===== src/rtl/cla_seq_mac_ctrl.sv =====
// Sequencing controller around one shared WIDTH-bit carry-lookahead adder:
// single-pass add (A+B+Cin) or shift-and-add unsigned multiply, one iteration per clock.
module cla_seq_mac_ctrl #(
  parameter int unsigned WIDTH = 4
) (
  input  logic               clk,
  input  logic               rst,
  input  logic               start,
  input  logic               op,
  input  logic [WIDTH-1:0]   A,
  input  logic [WIDTH-1:0]   B,
  input  logic               Cin,
  output logic               busy,
  output logic               done,
  output logic [2*WIDTH-1:0] R
);

  localparam int unsigned CW = $clog2(WIDTH + 1);

  typedef enum logic [1:0] {
    IDLE = 2'd0,
    RUN  = 2'd1,
    DONE = 2'd2
  } state_t;

  state_t           state;
  logic [WIDTH-1:0] m;
  logic [WIDTH-1:0] q;
  logic [WIDTH:0]   h;
  logic [CW-1:0]    cnt;
  logic             opr;
  logic             cr;

  // adder datapath
  logic [WIDTH-1:0] ax;
  logic [WIDTH-1:0] ay;
  logic             acin;
  logic [WIDTH-1:0] g;
  logic [WIDTH-1:0] p;
  logic [WIDTH:0]   c;
  logic [WIDTH-1:0] s;
  logic             cout;
  logic             gacc;
  logic             pchain;

  always_comb begin
    ax   = opr ? m : WIDTH'(h);
    ay   = opr ? q : (q[0] ? m : '0);
    acin = opr ? cr : 1'b0;
  end

  assign g = ax & ay;
  assign p = ax ^ ay;

  // Flattened lookahead: c[i+1] = g[i] | p[i]g[i-1] | ... | p[i..0]cin, every
  // carry formed directly from the generate/propagate terms rather than rippled.
  always_comb begin
    c      = '0;
    gacc   = 1'b0;
    pchain = 1'b1;
    c[0]   = acin;
    for (int unsigned i = 0; i < WIDTH; i++) begin
      gacc   = 1'b0;
      pchain = 1'b1;
      for (int unsigned k = 0; k <= i; k++) begin
        gacc   = gacc | (pchain & g[i-k]);
        pchain = pchain & p[i-k];
      end
      c[i+1] = gacc | (pchain & acin);
    end
  end

  assign s    = p ^ c[WIDTH-1:0];
  assign cout = c[WIDTH];

  always_ff @(posedge clk) begin
    if (rst) begin
      state <= IDLE;
      busy  <= 1'b0;
      done  <= 1'b0;
      R     <= '0;
      m     <= '0;
      q     <= '0;
      h     <= '0;
      cnt   <= '0;
      opr   <= 1'b0;
      cr    <= 1'b0;
    end else begin
      case (state)
        IDLE: begin
          done <= 1'b0;
          if (start) begin
            m     <= A;
            q     <= B;
            opr   <= op;
            cr    <= Cin;
            h     <= '0;
            cnt   <= '0;
            busy  <= 1'b1;
            state <= RUN;
          end
        end
        RUN: begin
          if (opr) begin
            R     <= {{(WIDTH-1){1'b0}}, cout, s};
            done  <= 1'b1;
            state <= DONE;
          end else begin
            h   <= {1'b0, cout, s[WIDTH-1:1]};
            q   <= {s[0], q[WIDTH-1:1]};
            cnt <= cnt + 1'b1;
            if (cnt == CW'(WIDTH - 1)) begin
              // R taken from the just-shifted {H,Q} pair, i.e. the next-state values
              R     <= {cout, s, q[WIDTH-1:1]};
              done  <= 1'b1;
              state <= DONE;
            end
          end
        end
        DONE: begin
          done  <= 1'b0;
          busy  <= 1'b0;
          state <= IDLE;
        end
        default: begin
          done  <= 1'b0;
          busy  <= 1'b0;
          state <= IDLE;
        end
      endcase
    end
  end

endmodule


===== config.mk =====
export PLATFORM = sky130hd
export DESIGN_NAME = cla_seq_mac_ctrl
export DESIGN_NICKNAME = d
export VERILOG_FILES = /design/src/rtl/cla_seq_mac_ctrl.sv
export SDC_FILE = /design/constraint.sdc
export NUM_CORES = 1
export LEC_CHECK = 0
export ABC_AREA = 1
export CAP_MARGIN = 20
export CELL_PAD_IN_SITES_DETAIL_PLACEMENT = 0
export CELL_PAD_IN_SITES_GLOBAL_PLACEMENT = 1
export CORE_AREA = 2 2 48 83
export CTS_BUF_LIST = sky130_fd_sc_hd__clkbuf_4 sky130_fd_sc_hd__clkbuf_8
export DETAILED_ROUTE_END_ITERATION = 6
export DIE_AREA = 0 0 50 85
export PLACE_DENSITY_LB_ADDON = 0.12
export SLEW_MARGIN = 20
export SYNTH_ARGS = -nofsm -noshare
export SYNTH_HDL_FRONTEND = slang
export SYNTH_SLANG_ARGS = --single-unit
export TNS_END_PERCENT = 1

===== constraint.sdc =====
create_clock -name clk -period 5.1 [get_ports clk]
set_clock_uncertainty 0.15 [all_clocks]
set_input_delay 1.02 -clock clk [delete_from_list [all_inputs] [get_ports clk]]
set_output_delay 1.02 -clock clk [all_outputs]
set_load 0.05 [all_outputs]

# After elaboration in Yosys (flattened, before gate mapping)
# Cells that the tools add are included.
# word_totals
ff_bits,29
n_memories,0
word_cells,78
mem_bits_ro,0
latch_bits,0
ramBits,0
# classes
n_bitwise,30
multipliers,0
shifts,0
n_div,0
add_sub_neg,1
reduce_logical,9
muxes,23
magnitude_cmp,0
n_eq_ne,5
# op_table
operator,count
4-bit 2-to-1 mux,7
1-bit bitwise AND,16
8-bit 2-to-1 mux,2
4-bit case mux with 2 select lines,2
1-bit OR,10
2-bit AND reduction,4
4-bit bitwise XOR,2
2-bit 2-to-1 mux,3
3-bit 2-to-1 mux,2
3-bit case mux with 2 select lines,1
4-bit bitwise AND,1
1-bit 2-to-1 mux,4
2-bit inequality test (second input constant),2
2-bit case mux with 2 select lines,1
2-bit nonzero test,2
3-bit by 1-bit adder with 3-bit output (second input constant),1
3-bit by 2-bit equality test with 1-bit output (second input constant),1
3-bit inequality test (second input constant),1
3-bit AND reduction,1
2-bit by 1-bit equality test with 1-bit output (second input constant),1
2-bit zero test,1
1-bit case mux with 2 select lines,1
2-bit OR reduction,1
1-bit inverter,1

# Logic depth before layout (Yosys ltp)
# Gate-level depths: netlist of the first run.
# depth
word_depth,10
mapped_depth,13
depth_no_buf,11

# Least setup slack after synthesis of the first run
# Ideal clock, no wire load.
# synth_path
path_kind,register to register
start,register opr
end,register R[6]
arrival_ns,1.832
setup_ns,0.132
path_slack_ns,2.986
path_buffers,2
synth_period_minus_slack_ns,2.114
required_ns,4.818
stages_incl_launch_ff,12
cell_sequence,dfxtp_1 > inv_1 > buf_2 > buf_2 > o21ai_0 > ha_1 > inv_1 > nor2_1 > nand2_1 > nand3_1 > nand4_1 > a21oi_1
# synth_between
elab_chain_len,9
# synth_rtl
item,line_no,source
start: declaration,31,logic opr;
start signal: assignment,95,opr <= op;
"4-bit 2-to-1 mux, on equally long branches","47, 48",
4-bit bitwise XOR / 4-bit bitwise AND (equally long branches),"53, 52",
"1-bit bitwise AND, on equally long branches","66, 67",
1-bit OR (tied with other cells),66,gacc = gacc | (pchain & g[i-k]);
1-bit OR / 1-bit bitwise AND (equally long branches),"66, 69",
1-bit OR,69,c[i+1] = gacc | (pchain & acin);
4-bit bitwise XOR,73,assign s = p ^ c[WIDTH-1:0];
8-bit 2-to-1 mux,112,if (cnt == CW'(WIDTH - 1)) begin
8-bit 2-to-1 mux,104,if (opr) begin
end signal: assignment,105,"R <= {{(WIDTH-1){1'b0}}, cout, s};"
end signal: assignment,114,"R <= {cout, s, q[WIDTH-1:1]};"
end: declaration,15,output logic [2*WIDTH-1:0] R
# Several ways; a longest one is shown, not always the timed one. The select of a mux whose other input is x is not followed.
# A chain may end at the register's enable or synchronous reset.

# Final worst setup path of the first run
# layout_path
start,register opr
end,register R[4]
# layout_between
elab_chain_len,8
# layout_rtl
item,line_no
"4-bit 2-to-1 mux, on equally long branches","47, 48"
4-bit bitwise XOR / 4-bit bitwise AND (equally long branches),"53, 52"
"1-bit bitwise AND, on equally long branches","66, 67"
1-bit OR (tied with other cells) (2 in a row),66
1-bit OR / 1-bit bitwise AND (equally long branches),"66, 69"
1-bit OR,69
8-bit 2-to-1 mux,104
# Several ways; a longest one is shown, not always the timed one. The select of a mux whose other input is x is not followed.

==> metrics.yaml, run 1 <==
report.final.slew_viol_count: 0
worstHoldStart: "R[7]$_SDFFE_PP0P_"
worst_ep_arrival_time_ps: 2770
critPathSlowestCell: "dfxtp_1"
tritoncts: "built"
ios: 23
cts_num_sinks: 29
final_core_util_pct: 50.37
slew_headroom_pct: 63.39
period_share_pct: 53.08
cts_root_buf: "clkbuf_8"
most-common-layout-cells: "nand2_1 (52), dfxtp_1 (29), a21oi_1 (23), clkdlybuf4s50_1 (22), inv_1 (19)"
drive_gt1_share_pct: 7.826
rsz0062_at_grt: "no"
path_common_cell: "nand2_1"
min_to: "R[7]$_SDFFE_PP0P_"
post-dp-hpwl_um: 2875
total_leakage_power_nw: 0.7500
grt.total_usage_pct: 19.92
grt_busiest_layer: "met2"
status: "finished clean"
core_sq_um: 3592
grt_antenna_before_repair: 0
ff2ff_setup_slack_ps: 2390
whs_path_depth: 2
yosysTopAreaCellShare_pct: 39.29
gr-total-overflow: 0
grt_pass1_wl_um: 6458
drc: 0
internal_power_mw: 0.3664
gp_congestion: 0.8454
p_sw_share_pct: 30.95
worstMarginPinSlew_ps: 548.5
ys_top_cells_by_area: "dfxtp_1 (39%), nand2_1 (13%), a21oi_1 (7.8%), ha_1 (5.9%), inv_1 (4.8%)"
drv_cap: 0
grt_pass1_vias: 1483
preCtsSetupSlack_ps: 2340
wirelength_um: 3781
fin_cells: 276
clk_path_buf_depth: 2
syn_inst: 206
nFillCells: 376
comb_power_share_pct: 17.5
powerDensity_nw_per_um2: 293.3
clk_pin_slew_worst_paths_ps: 70
met2_usage_pct: 35.29
cp_slowest_stage_delay_ps: 610
r2r-start: "opr$_SDFFE_PP0P_"
start_kind: "register"
use_met3_pct: 4.225
cp.required_ps: 5160
seq_area_frac_synth_pct: 39.29
synth_fp_nets: 227
yosys_warnings: 0
reg2reg_to: "R[4]$_SDFFE_PP0P_"
ant_nets: 0
crit_chain: "inv_1 -> nand2_1 -> o21ai_0 -> fa_1 -> xor2_1 -> nand2_1 -> a31oi_1"
cts_buffers: 5
dr.pass1.iters: 4
drtIter0Drc: 64
initial_core_util_pct: 41.14
syn_to_final_growth_pct: 22.44
post_cts_buffers: 0
routedWlPerCell_um: 13.70
seqPwrFrac_pct: 47.2
die_y_um: 85
fin_ws_ps: 2393
setup_viol: 0
place_inst: 268
syn_avg_cell_area_sq_um: 7.173
fp.dieW_um: 50
routed_via_density: 5.141
cts.repair.resized: 0
multi_input_area_sq_um: 773.2
netlist_area_sq_um: 1478
final_common_cell: "nand2_1"
hold_buffers: 0
period_minus_slack_ps: 2707
grt_max_degree: 21
vias: 1419
hp-class: "register to register"
worstSetupEndpointType: "register"
yosysTopAreaCell: "dfxtp_1"
crit_fanout: 20
die_area_sq_um: 4250
power_switching_mw: 0.1643
ys_ff_latch: 29
clock_latency_ps: 280
row_count: 29
synth_cell_types: 27
worstRegToRegCells: 7
ir_worst_vdd_mv: 0.2303
diodes: 0
finalSetupTns_ps: 0
port_buffers: 22
htree_levels: 2
seq_area_sq_um: 580.6
clock.fmax_ghz: 0.3694
finalNetCount: 250
path_class: "register to register"
hold_violations: 0
p_clk_share_pct: 35.3
grt_use_met1_pct: 20.82
[cell usage after synthesis]
| cell | n |
|---|---|
| a21oi_1 | 23 |
| a31oi_1 | 4 |
| buf_1 | 1 |
| buf_2 | 2 |
| buf_6 | 1 |
| clkbuf_1 | 2 |
| dfxtp_1 | 29 |
| fa_1 | 1 |
| ha_1 | 7 |
| inv_1 | 19 |
| inv_2 | 2 |
| inv_4 | 2 |
| nand2_1 | 52 |
| nand2_2 | 1 |
| nand2_4 | 2 |
| nand3_1 | 12 |
| nand4_1 | 1 |
| nor2_1 | 16 |
| nor2_2 | 1 |
| nor2_4 | 1 |
| nor2_8 | 1 |
| nor3_1 | 2 |
| o21a_1 | 1 |
| o21ai_0 | 14 |
| o21ai_1 | 7 |
| o22ai_1 | 1 |
| xor2_1 | 1 |
[metal layers]
layer  wire [um]  up-vias  part of all wire, %
met5           0        -                    0
met4         152        0                  4.0
met3         127       14                  3.4
met2        2011       42                   53
met1        1490      645                   39
li1            -      718                    -
[power groups by stage]
| stage | registers [mW] | clock network (mW) | logic (mW) |
|---|---|---|---|
| 2_1_floorplan | 0.260 | 0 | 0.0565 |
| 3_3_place_gp | 0.255 | 0 | 0.0916 |
| 3_5_place_dp | 0.256 | 0 | 0.0928 |
| 4_1_cts | 0.251 | 0.190 | 0.0931 |
| 5_1_grt | 0.252 | 0.199 | 0.104 |
| 6_report | 0.251 | 0.187 | 0.0927 |
[sequential cells by signal (all words and copies together) (netlist names)]
signal,count
R,8
h,4
m,4
q,4
cnt,3
state,2
busy,1
cr,1
done,1
opr,1
[worst max path at each step]
| stage | endpoint | cells after the start | start | slack [ps] |
|---|---|---|---|---|
| after global routing | R[3]$_SDFFE_PP0P_ | 10 | opr$_SDFFE_PP0P_ | 2120 |
| after global placement | q[0]$_SDFFE_PP0P_ | 4 | rst | 2330 |
| after CTS | R[4]$_SDFFE_PP0P_ | 7 | opr$_SDFFE_PP0P_ | 2410 |
| after floorplan | R[6]$_SDFFE_PP0P_ | 11 | opr$_SDFFE_PP0P_ | 2990 |
| after detailed placement | q[1]$_SDFFE_PP0P_ | 4 | rst | 2340 |
| final | R[4]$_SDFFE_PP0P_ | 7 | opr$_SDFFE_PP0P_ | 2390 |
[logic make-up after synthesis]
family	Yosys count	synth area share, %
AO/OA/AOI/OAI	50	17.53
adder cells (fa/ha/maj)	8	7.282
flip-flops	29	39.29
buffers and inverters	29	8.383
XOR/XNOR	1	0.5928
AND/OR/NAND/NOR	89	26.93
[final cells by class]
cell class / count / share of cell area, %
clock inverter: 3 / 0.9682
clock buffer: 5 / 3.804
sequential: 29 / 32.09
tap: 46 / 3.181
timing repair buffer: 22 / 12.17
multi-input combinational: 148 / 42.74
inverter: 23 / 5.048
[per-stage QoR]
step           hold slack [ps]  total power [mW]  area [sq um]
5_1_grt                  333.7            0.5553          1809
2_1_floorplan            279.0            0.3163          1478
6_report                 319.0            0.5307          1809
3_5_place_dp             308.6            0.3484          1723
4_1_cts                  319.7            0.5338          1809
3_3_place_gp             298.0            0.3468          1723
[worst max-delay path: cells and delay by family (launching register included)]
family | cells | cell delay, ps
DFF | 1 | 610
adders and majority gates | 1 | 500
AOI/OAI and AO/OA | 2 | 420
buffers and inverters | 1 | 400
xor gates and xnor gates | 1 | 310
and+or+nand+nor | 2 | 250
(Power assumes the default switching activity.)
==> run 2, diff against run 1 <==
- CORE_AREA: 2 2 48 83 -> 2 2 52 90
- DIE_AREA: 0 0 50 85 -> 0 0 54 92
- clock period: 5.1 -> 2.4 ns (I/O delays scaled with it)
==> run 2 against run 1 <==
Net effect:
- sequential share of layout area down 1.3 points
- register-to-register slack worse by 2100 ps
- clock-buffer cell count unchanged
- critical path type unchanged
- sequential cell count unchanged
- power rose to 2.5 times the previous value
- first-iteration DRC count down 72%
- worst hold slack worse by 4.6 ps
==> metrics.yaml, run 2 (synthesized netlist as in run 1, its figures left out) <==
status: "finished clean"  # unchanged
period_minus_slack_ps: 2134  # was 2707 ps
crit_chain: "inv_1 -> buf_4 -> o21ai_0 -> ha_1 -> nand2_1 -> nor2_1 -> nand3_1 -> nand3_1 -> nand3_1 -> a21oi_1"  # was inv_1 -> nand2_1 -> o21ai_0 -> fa_1 -> xor2_1 -> nand2_1 -> a31oi_1
hold_violations: 0  # unchanged
rsz0062_at_grt: "no"  # unchanged
worstRegToRegCells: 10  # was 7
ff2ff_setup_slack_ps: 270  # was 2390 ps
drc: 0  # unchanged
fin_cells: 284  # was 276
whs_path_depth: 1  # was 2
slew_headroom_pct: 66.66  # was 63.39%
cts_buffers: 5  # unchanged
grt_max_degree: 17  # was 21
core_sq_um: 4324  # was 3592 sq um
clk_pin_slew_worst_paths_ps: 70  # about the same
preCtsSetupSlack_ps: 180.3  # was 2340 ps
port_buffers: 22  # unchanged
dpl_cell_area_sq_um: 1752  # was 1723 sq um
cp.depth: 10  # was 7
critPathSlowestCell: "ha_1"  # was dfxtp_1
most-common-layout-cells: "nand2_1 (52), dfxtp_1 (28), a21oi_1 (23), clkdlybuf4s50_1 (22), inv_1 (19)"  # was nand2_1 (52), dfxtp_1 (29), a21oi_1 (23), clkdlybuf4s50_1 (22), inv_1 (19)
fin_area_sq_um: 1887  # was 1809 sq um
ant_nets: 0  # unchanged
critPathTopFamily: "simple AND/OR/NAND/NOR gates"  # was flip-flops
cts_num_sinks: 29  # unchanged
worstSetupEndpointType: "register"  # unchanged
worstMarginPinSlew_ps: 498.5  # was 548.5 ps
total_leakage_power_nw: 0.7888  # was 0.7500 nW
grt_pass1_vias: 1453  # was 1483
drtIter0Drc: 18  # was 64
gp_congestion: 0.8081  # was 0.8454
grt.total_usage_pct: 17.68  # was 19.92%
syn_to_final_growth_pct: 27.69  # was 22.44%
die_y_um: 92  # was 85 um
gr-total-overflow: 0  # unchanged
place_inst: 276  # was 268
cp.required_ps: 2480  # was 5160 ps
post-dp-hpwl_um: 2897  # was 2875 um
diodes: 0  # unchanged
nFillCells: 454  # was 376
ios: 23  # unchanged
routedWlPerCell_um: 12.99  # was 13.70 um
clk_path_buf_depth: 2  # unchanged
path_buf_inv: 2  # was 1
initial_core_util_pct: 34.17  # was 41.14%
hold_buffers: 0  # unchanged
period_share_pct: 88.92  # was 53.08%
setup_viol: 0  # unchanged
drive_gt1_share_pct: 9.442  # was 7.826%
dr.pass1.iters: 4  # unchanged
worst_ep_arrival_time_ps: 2210  # was 2770 ps
routed_via_density: 4.926  # was 5.141
path_common_cell: "nand3_1"  # was nand2_1
top_register: "R"  # unchanged
die_area_sq_um: 4968  # was 4250 sq um
wirelength_um: 3690  # was 3781 um
final_common_cell: "nand2_1"  # unchanged
clock_latency_ps: 290  # was 280 ps
powerDensity_nw_per_um2: 710.5  # was 293.3 nW/um^2
tritoncts: "built"  # unchanged
finalNetCount: 253  # was 250
vias: 1399  # was 1419
total_power_mw: 1.341  # was 0.5307 mW
clock.fmax_ghz: 0.4686  # was 0.3694 GHz
cp_slowest_stage_delay_ps: 380  # was 610 ps
grt_antenna_before_repair: 0  # unchanged
drv_cap: 0  # unchanged
cts_root_buf: "clkbuf_8"  # unchanged
report.final.slew_viol_count: 0  # unchanged
finalSetupTns_ps: 0  # unchanged
row_count: 32  # was 29
hp-class: "register to register"  # unchanged
crit_fanout: 15  # was 20
path_class: "register to register"  # unchanged
start_kind: "register"  # unchanged
htree_levels: 2  # unchanged
grt_pass1_wl_um: 6361  # was 6458 um
ir_worst_vdd_mv: 0.6063  # was 0.2303 mV
largest_reg_flops: 8  # unchanged
fp.dieW_um: 54  # was 50 um
fin_ws_ps: 266.0  # was 2393 ps
## run 2: worst paths after layout
check                            from             endpoint
hold / removal    cnt[0]$_SDFFE_PP0P_  cnt[0]$_SDFFE_PP0P_
hold reg to reg   cnt[0]$_SDFFE_PP0P_  cnt[0]$_SDFFE_PP0P_
setup / recovery     opr$_SDFFE_PP0P_    R[7]$_SDFFE_PP0P_
setup reg to reg     opr$_SDFFE_PP0P_    R[7]$_SDFFE_PP0P_
## run 2: where the power goes
part | internal, mW | switching, mW | leakage (nW)
Sequential | 0.510 | 0.0209 | 0.237
Clock | 0.412 | 0.195 | 0.0681
Combinational | 0.0737 | 0.129 | 0.483
## run 2: final cells by class
cell class                      count  area (sq um)  area share, %
Inverter                           23         91.34          4.841
Timing Repair Buffer               25         242.7          12.86
Clock inverter                      3         65.06          3.448
Sequential cell                    29         581.8          30.84
Tap cell                           51         63.81          3.382
Multi-Input combinational cell    148         773.2          40.98
Clock buffer                        5         68.82          3.647
## run 2: timing repair
action | CTS | global route
hold endpoints to repair | 0 | 0
buffers inserted | 0 | 0
setup endpoints to repair | 0 | 5
resized for setup | 0 | 2
## run 2: per-layer routing
| metal | wire length, um | track usage (%) | vias up | share of wire [%] |
|---|---|---|---|---|
| met3 | 92 | 3.420 | 10 | 2.5 |
| met1 | 1465 | 18.42 | 641 | 40 |
| met2 | 2009 | 31.50 | 24 | 54 |
| met4 | 123 | 8.958 | 0 | 3.3 |
| li1 | - | - | 724 | - |
| met5 | 0 | 0 | - | 0 |
## run 2: stage by stage
step	util, %	hold WS [ps]
2_1_floorplan	-	279.0
4_1_cts	43.61	315.4
3_5_place_dp	40.51	307.9
5_1_grt	43.63	337.1
3_3_place_gp	40.51	297.0
6_report	43.63	314.4
==> run 3, diff against run 2 <==
- CTS_CLUSTER_DIAMETER: not set -> 120
==> results of run 3 <==
Same layout as run 2: the final DEF is identical, and so are final timing and power.
==> patch 1, RTL diff (settings of run 1) <==
Add an input register stage for `start`, `op`, `A`, `B` and `Cin`, cleared by the reset; this delays them by one clock.
--- a/src/rtl/cla_seq_mac_ctrl.sv
+++ b/src/rtl/cla_seq_mac_ctrl.sv
@@ -22,6 +22,28 @@
     RUN  = 2'd1,
     DONE = 2'd2
   } state_t;
+
+  logic start_q;
+  logic op_q;
+  logic [WIDTH-1:0] A_q;
+  logic [WIDTH-1:0] B_q;
+  logic Cin_q;
+
+  always_ff @(posedge clk) begin
+    if (rst) begin
+      start_q <= '0;
+      op_q    <= '0;
+      A_q     <= '0;
+      B_q     <= '0;
+      Cin_q   <= '0;
+    end else begin
+      start_q <= start;
+      op_q    <= op;
+      A_q     <= A;
+      B_q     <= B;
+      Cin_q   <= Cin;
+    end
+  end
 
   state_t           state;
   logic [WIDTH-1:0] m;
@@ -89,11 +111,11 @@
       case (state)
         IDLE: begin
           done <= 1'b0;
-          if (start) begin
-            m     <= A;
-            q     <= B;
-            opr   <= op;
-            cr    <= Cin;
+          if (start_q) begin
+            m     <= A_q;
+            q     <= B_q;
+            opr   <= op_q;
+            cr    <= Cin_q;
             h     <= '0;
             cnt   <= '0;
             busy  <= 1'b1;
Function: changed (Yosys sat finds a counterexample within 4 cycles, from zero or initial values and one cycle with rst high).
==> patch 1 against run 1 <==
Area after synthesis increased by 21%; power increased by 20%; non-clock buffer count unchanged; critical endpoint is now R[6]$_SDFFE_PP0P_; die area unchanged; first-iteration DRC count decreased by 28%; highest routed layer unchanged; worst setup slack got worse by 0.14 ns; design area increased by 17%; wire length decreased by 1.7%; largest power group unchanged; sequential cell count increased by 11; global-route usage increased by 0.11 points; via count increased by 8.1%; utilization increased by 8.6 points; fmax decreased by 4.9%.
==> patch 1: results <==
{
  "status": "finished clean",
  "grt_max_degree": 25,
  "dp_hpwl_mm": 2.769,
  "routed_wl_mm": 3.717,
  "r2r_cells": 10,
  "r2r_setup_slack_ns": 2.25,
  "grt_pass1_wl_mm": 6.396,
  "drive_above_1_share_pct": 7.252,
  "die_w_um": 50,
  "seq_area_frac_synth_pct": 44.94,
  "drt-initial-drc-count": 46,
  "grtUsageTotal_pct": 20.03,
  "arrival_ns": 2.91,
  "crit-reg2reg-capture": "R[6]$_SDFFE_PP0P_",
  "p_leak_nw": 0.9238,
  "clkLatencyLatePin_ns": 0.30,
  "synth_common_cells": "nand2_1 (52), dfxtp_1 (40), inv_1 (31)",
  "synthDistinctLibCells": 26,
  "path_delay_family": "compound AO/OA/AOI/OAI gates",
  "ys_top_cells_by_area": "dfxtp_1 (45%), nand2_1 (11%), inv_1 (6.5%), a21oi_1 (6.2%), nor2_1 (5.9%)",
  "place.gp.congestion": 0.7439,
  "crit_fanout": 21,
  "timing.slew.headroom_pct": 43.14,
  "post-place-ws_ns": 2.044,
  "final_nets": 282,
  "htreeDepth": 2,
  "nFillCells": 348,
  "synth_nets": 261,
  "num_vias": 1534,
  "grt_pass1_vias": 1392,
  "cts_root_buffer": "clkbuf_8"
}
patch 1: where the power goes:
| group | internal [mW] | switching [mW] |
|---|---|---|
| Combinational | 0.0279 | 0.0481 |
| Clock | 0.115 | 0.109 |
| Sequential | 0.327 | 0.0104 |
| Total | 0.470 | 0.168 |
patch 1: how the worst max path moves through the flow:
stage	from	end	slack, ns	cells after the start
3_5_place_dp	rst	m[0]$_SDFFE_PP0P_	2.04	4
5_1_grt	opr$_SDFFE_PP0P_	R[6]$_SDFFE_PP0P_	2.01	10
4_1_cts	opr$_SDFFE_PP0P_	R[6]$_SDFFE_PP0P_	2.27	10
6_report	opr$_SDFFE_PP0P_	R[6]$_SDFFE_PP0P_	2.25	10
2_1_floorplan	opr$_SDFFE_PP0P_	R[6]$_SDFFE_PP0P_	3.09	11
3_3_place_gp	rst	R[0]$_SDFFE_PP0P_	2.11	4
patch 1: cell families (layout without fill, tap and decap cells):
kind of cell               Yosys count  count (layout)  share of synthesized area [%]
xor gates and xnor gates             1               1                         0.4917
DFF                                 40              40                          44.94
buffers and inverters               42              64                          9.550
adders and majority gates            8               8                          6.039
and+or+nand+nor                     99              99                          24.30
AOI/OAI and AO/OA                   50              50                          14.68
patch 1: metrics by stage:
stage	instance area (µm²)	instances	hold WS [ns]	total power [mW]
after global placement	2019	300	0.3015	0.4205
after global routing	2117	308	0.3424	0.6688
after detailed placement	2019	300	0.3068	0.4209
final	2117	308	0.3158	0.6380
after CTS	2117	308	0.3191	0.6444
after floorplan	1782	240	0.2783	0.3945
patch 1: per-layer routing:
| metal | up-vias | routed length, µm | track usage (%) |
|---|---|---|---|
| li1 | 802 | - | - |
| met5 | - | 0 | 0 |
| met1 | 692 | 1518 | 21.73 |
| met2 | 31 | 1970 | 35.77 |
| met4 | 0 | 99 | 10.10 |
| met3 | 9 | 129 | 3.873 |
patch 1: worst min-delay path, stage by stage, from the launching register on:
cell     delay (ns)
dfxtp_1        0.31
nand2_1        0.06
a21oi_1        0.05
patch 1: layout make-up:
| class | count | area share [%] |
|---|---|---|
| flip-flops and latches | 40 | 37.83 |
| multi-input cells | 158 | 38.30 |
| clock buffers | 7 | 4.255 |
| well taps | 46 | 2.719 |
| inverters | 34 | 6.147 |
| clock inverters | 1 | 0.3546 |
| repair buffers | 22 | 10.40 |
==> patch 2, RTL diff (settings of run 1) <==
Made on the original files. The parameter `WIDTH` goes from 4 to 2.
--- a/src/rtl/cla_seq_mac_ctrl.sv
+++ b/src/rtl/cla_seq_mac_ctrl.sv
@@ -1,7 +1,7 @@
 // Sequencing controller around one shared WIDTH-bit carry-lookahead adder:
 // single-pass add (A+B+Cin) or shift-and-add unsigned multiply, one iteration per clock.
 module cla_seq_mac_ctrl #(
-  parameter int unsigned WIDTH = 4
+  parameter int unsigned WIDTH = 2
 ) (
   input  logic               clk,
   input  logic               rst,
Interface: changed (resized A, B and R); port bits go from 23 to 15. No check against the original RTL was run, so the function may have changed too.
==> patch 2 against run 1 <==
Power fell by 31%; worst hold slack barely moved; wire length fell by 45%; worst setup slack improved by 0.14 ns; sequential cell count fell by 11; via count is 43% lower; design area down 37%; non-clock buffer count fell by 8; sequential share of layout area down 0.54 points; area after synthesis down 38%; critical path type is now reg -> out; critical endpoint is now R[2].
==> patch 2: results <==
{
  "grt_pass1_vias": 797,
  "slowest_delay_ns": 0.80,
  "seq_area_frac_synth_pct": 39.18,
  "max_flop_register": "R",
  "n_antenna_cell": 0,
  "clkLatencyLatePin_ns": 0.25,
  "p_leak_nw": 0.4714,
  "timing.slew.headroom_pct": 64.05,
  "hold_start": "R[3]$_SDFFE_PP0P_",
  "largest_reg_flops": 4,
  "ctsResizeCount": 0,
  "post-place-ws_ns": 2.575,
  "overflow": 0,
  "synth_nets": 136,
  "final_cells": 184,
  "drtPass1Iterations": 5,
  "grt_pass1_wl_mm": 3.643,
  "grt_max_degree": 12,
  "cts_root_buffer": "clkbuf_8",
  "avgViaCountPerCell": 4.380,
  "status": "finished clean",
  "synth_common_cells": "nand2_1 (22), nor2_1 (19), dfxtp_1 (18)",
  "synth-warning-count": 0,
  "path_delay_family": "buffers and inverters",
  "io_buffers": 14,
  "clkTransAtPathRegs_ns": 0.07,
  "synthDistinctLibCells": 24,
  "grtUsageTotal_pct": 11.26,
  "final_nets": 153,
  "cts_buffers": 3,
  "r2r-start": "opr$_SDFFE_PP0P_",
  "htreeDepth": 1,
  "drt-initial-drc-count": 19,
  "postCtsSetupRepairBufs": 0,
  "ys_top_cells_by_area": "dfxtp_1 (39%), nand2_1 (9.0%), nor2_1 (7.8%), nor2_4 (6.1%), o21ai_0 (4.9%)",
  "crit_slowest_cell": "clkdlybuf4s50_1",
  "ir_worst_vdd_v": 0.0001746,
  "dp_hpwl_mm": 1.646,
  "clock_path_buffers": 2,
  "routed_wl_mm": 2.087,
  "antenna_found_initial": 0,
  "dp_cells": 181,
  "avgSynthCellArea_um2": 7.477,
  "min_path_type": "reg -> reg",
  "synthArstFlopShare_pct": 0,
  "crit_fanout": 2,
  "drive_above_1_share_pct": 14.49,
  "place.gp.congestion": 0.7530,
  "cp-startpoint": "R[2]$_SDFFE_PP0P_"
}
## patch 2: area by class of cell
| class | instances | area [µm²] |
|---|---|---|
| Tap cell | 46 | 57.56 |
| Clock buffer | 3 | 41.29 |
| Fill cell | 391 | 2450 |
| Multi-Input combinational cell | 88 | 486.7 |
| Sequential cell | 18 | 360.3 |
| Timing Repair Buffer | 14 | 140.1 |
| Inverter | 15 | 56.30 |
## patch 2: report_power, final
| part | internal, mW | total, mW | switching, mW |
|---|---|---|---|
| combinational | 0.0364 | 0.0986 | 0.0622 |
| clock | 0.0526 | 0.100 | 0.0475 |
| sequential | 0.154 | 0.167 | 0.0132 |
| total | 0.243 | 0.366 | 0.123 |
## patch 2: stage by stage
step	utilization, %	instance area [µm²]
after floorplan	-	919.6
after global placement	30.65	1101
after detailed placement	30.65	1101
after CTS	31.80	1142
after global routing	31.80	1142
final	31.80	1142
## patch 2: routing by layer
layer / wire length, µm / share of wire [%] / vias to the layer above / track usage, %
met3: 49 / 2.3 / 5 / 1.056
met5: 0 / 0 / - / 0
li1: - / - / 424 / -
met2: 1081 / 52 / 11 / 19.14
met4: 54 / 2.6 / 0 / 6.061
met1: 903 / 43 / 366 / 13.61
## patch 2: tightest hold or removal path, cell delays in order (launching register included)
cell	delay, ns
dfxtp_1	0.31
nand2_1	0.06
a21oi_1	0.06
## patch 2: final timing paths
check        slack [ns]                end  cells after the start
min reg2reg        0.32  R[3]$_SDFFE_PP0P_                      2
max                2.54               R[2]                      1
min                0.32  R[3]$_SDFFE_PP0P_                      2
max reg2reg        2.97  R[3]$_SDFFE_PP0P_                     10
## patch 2: kinds of logic after synthesis
kind of cell / Yosys count / share of synthesized area (%)
flops: 18 / 39.18
buf+inv: 17 / 7.891
fa+ha+maj: 4 / 6.259
simple gates: 58 / 31.29
compound gates: 26 / 15.37
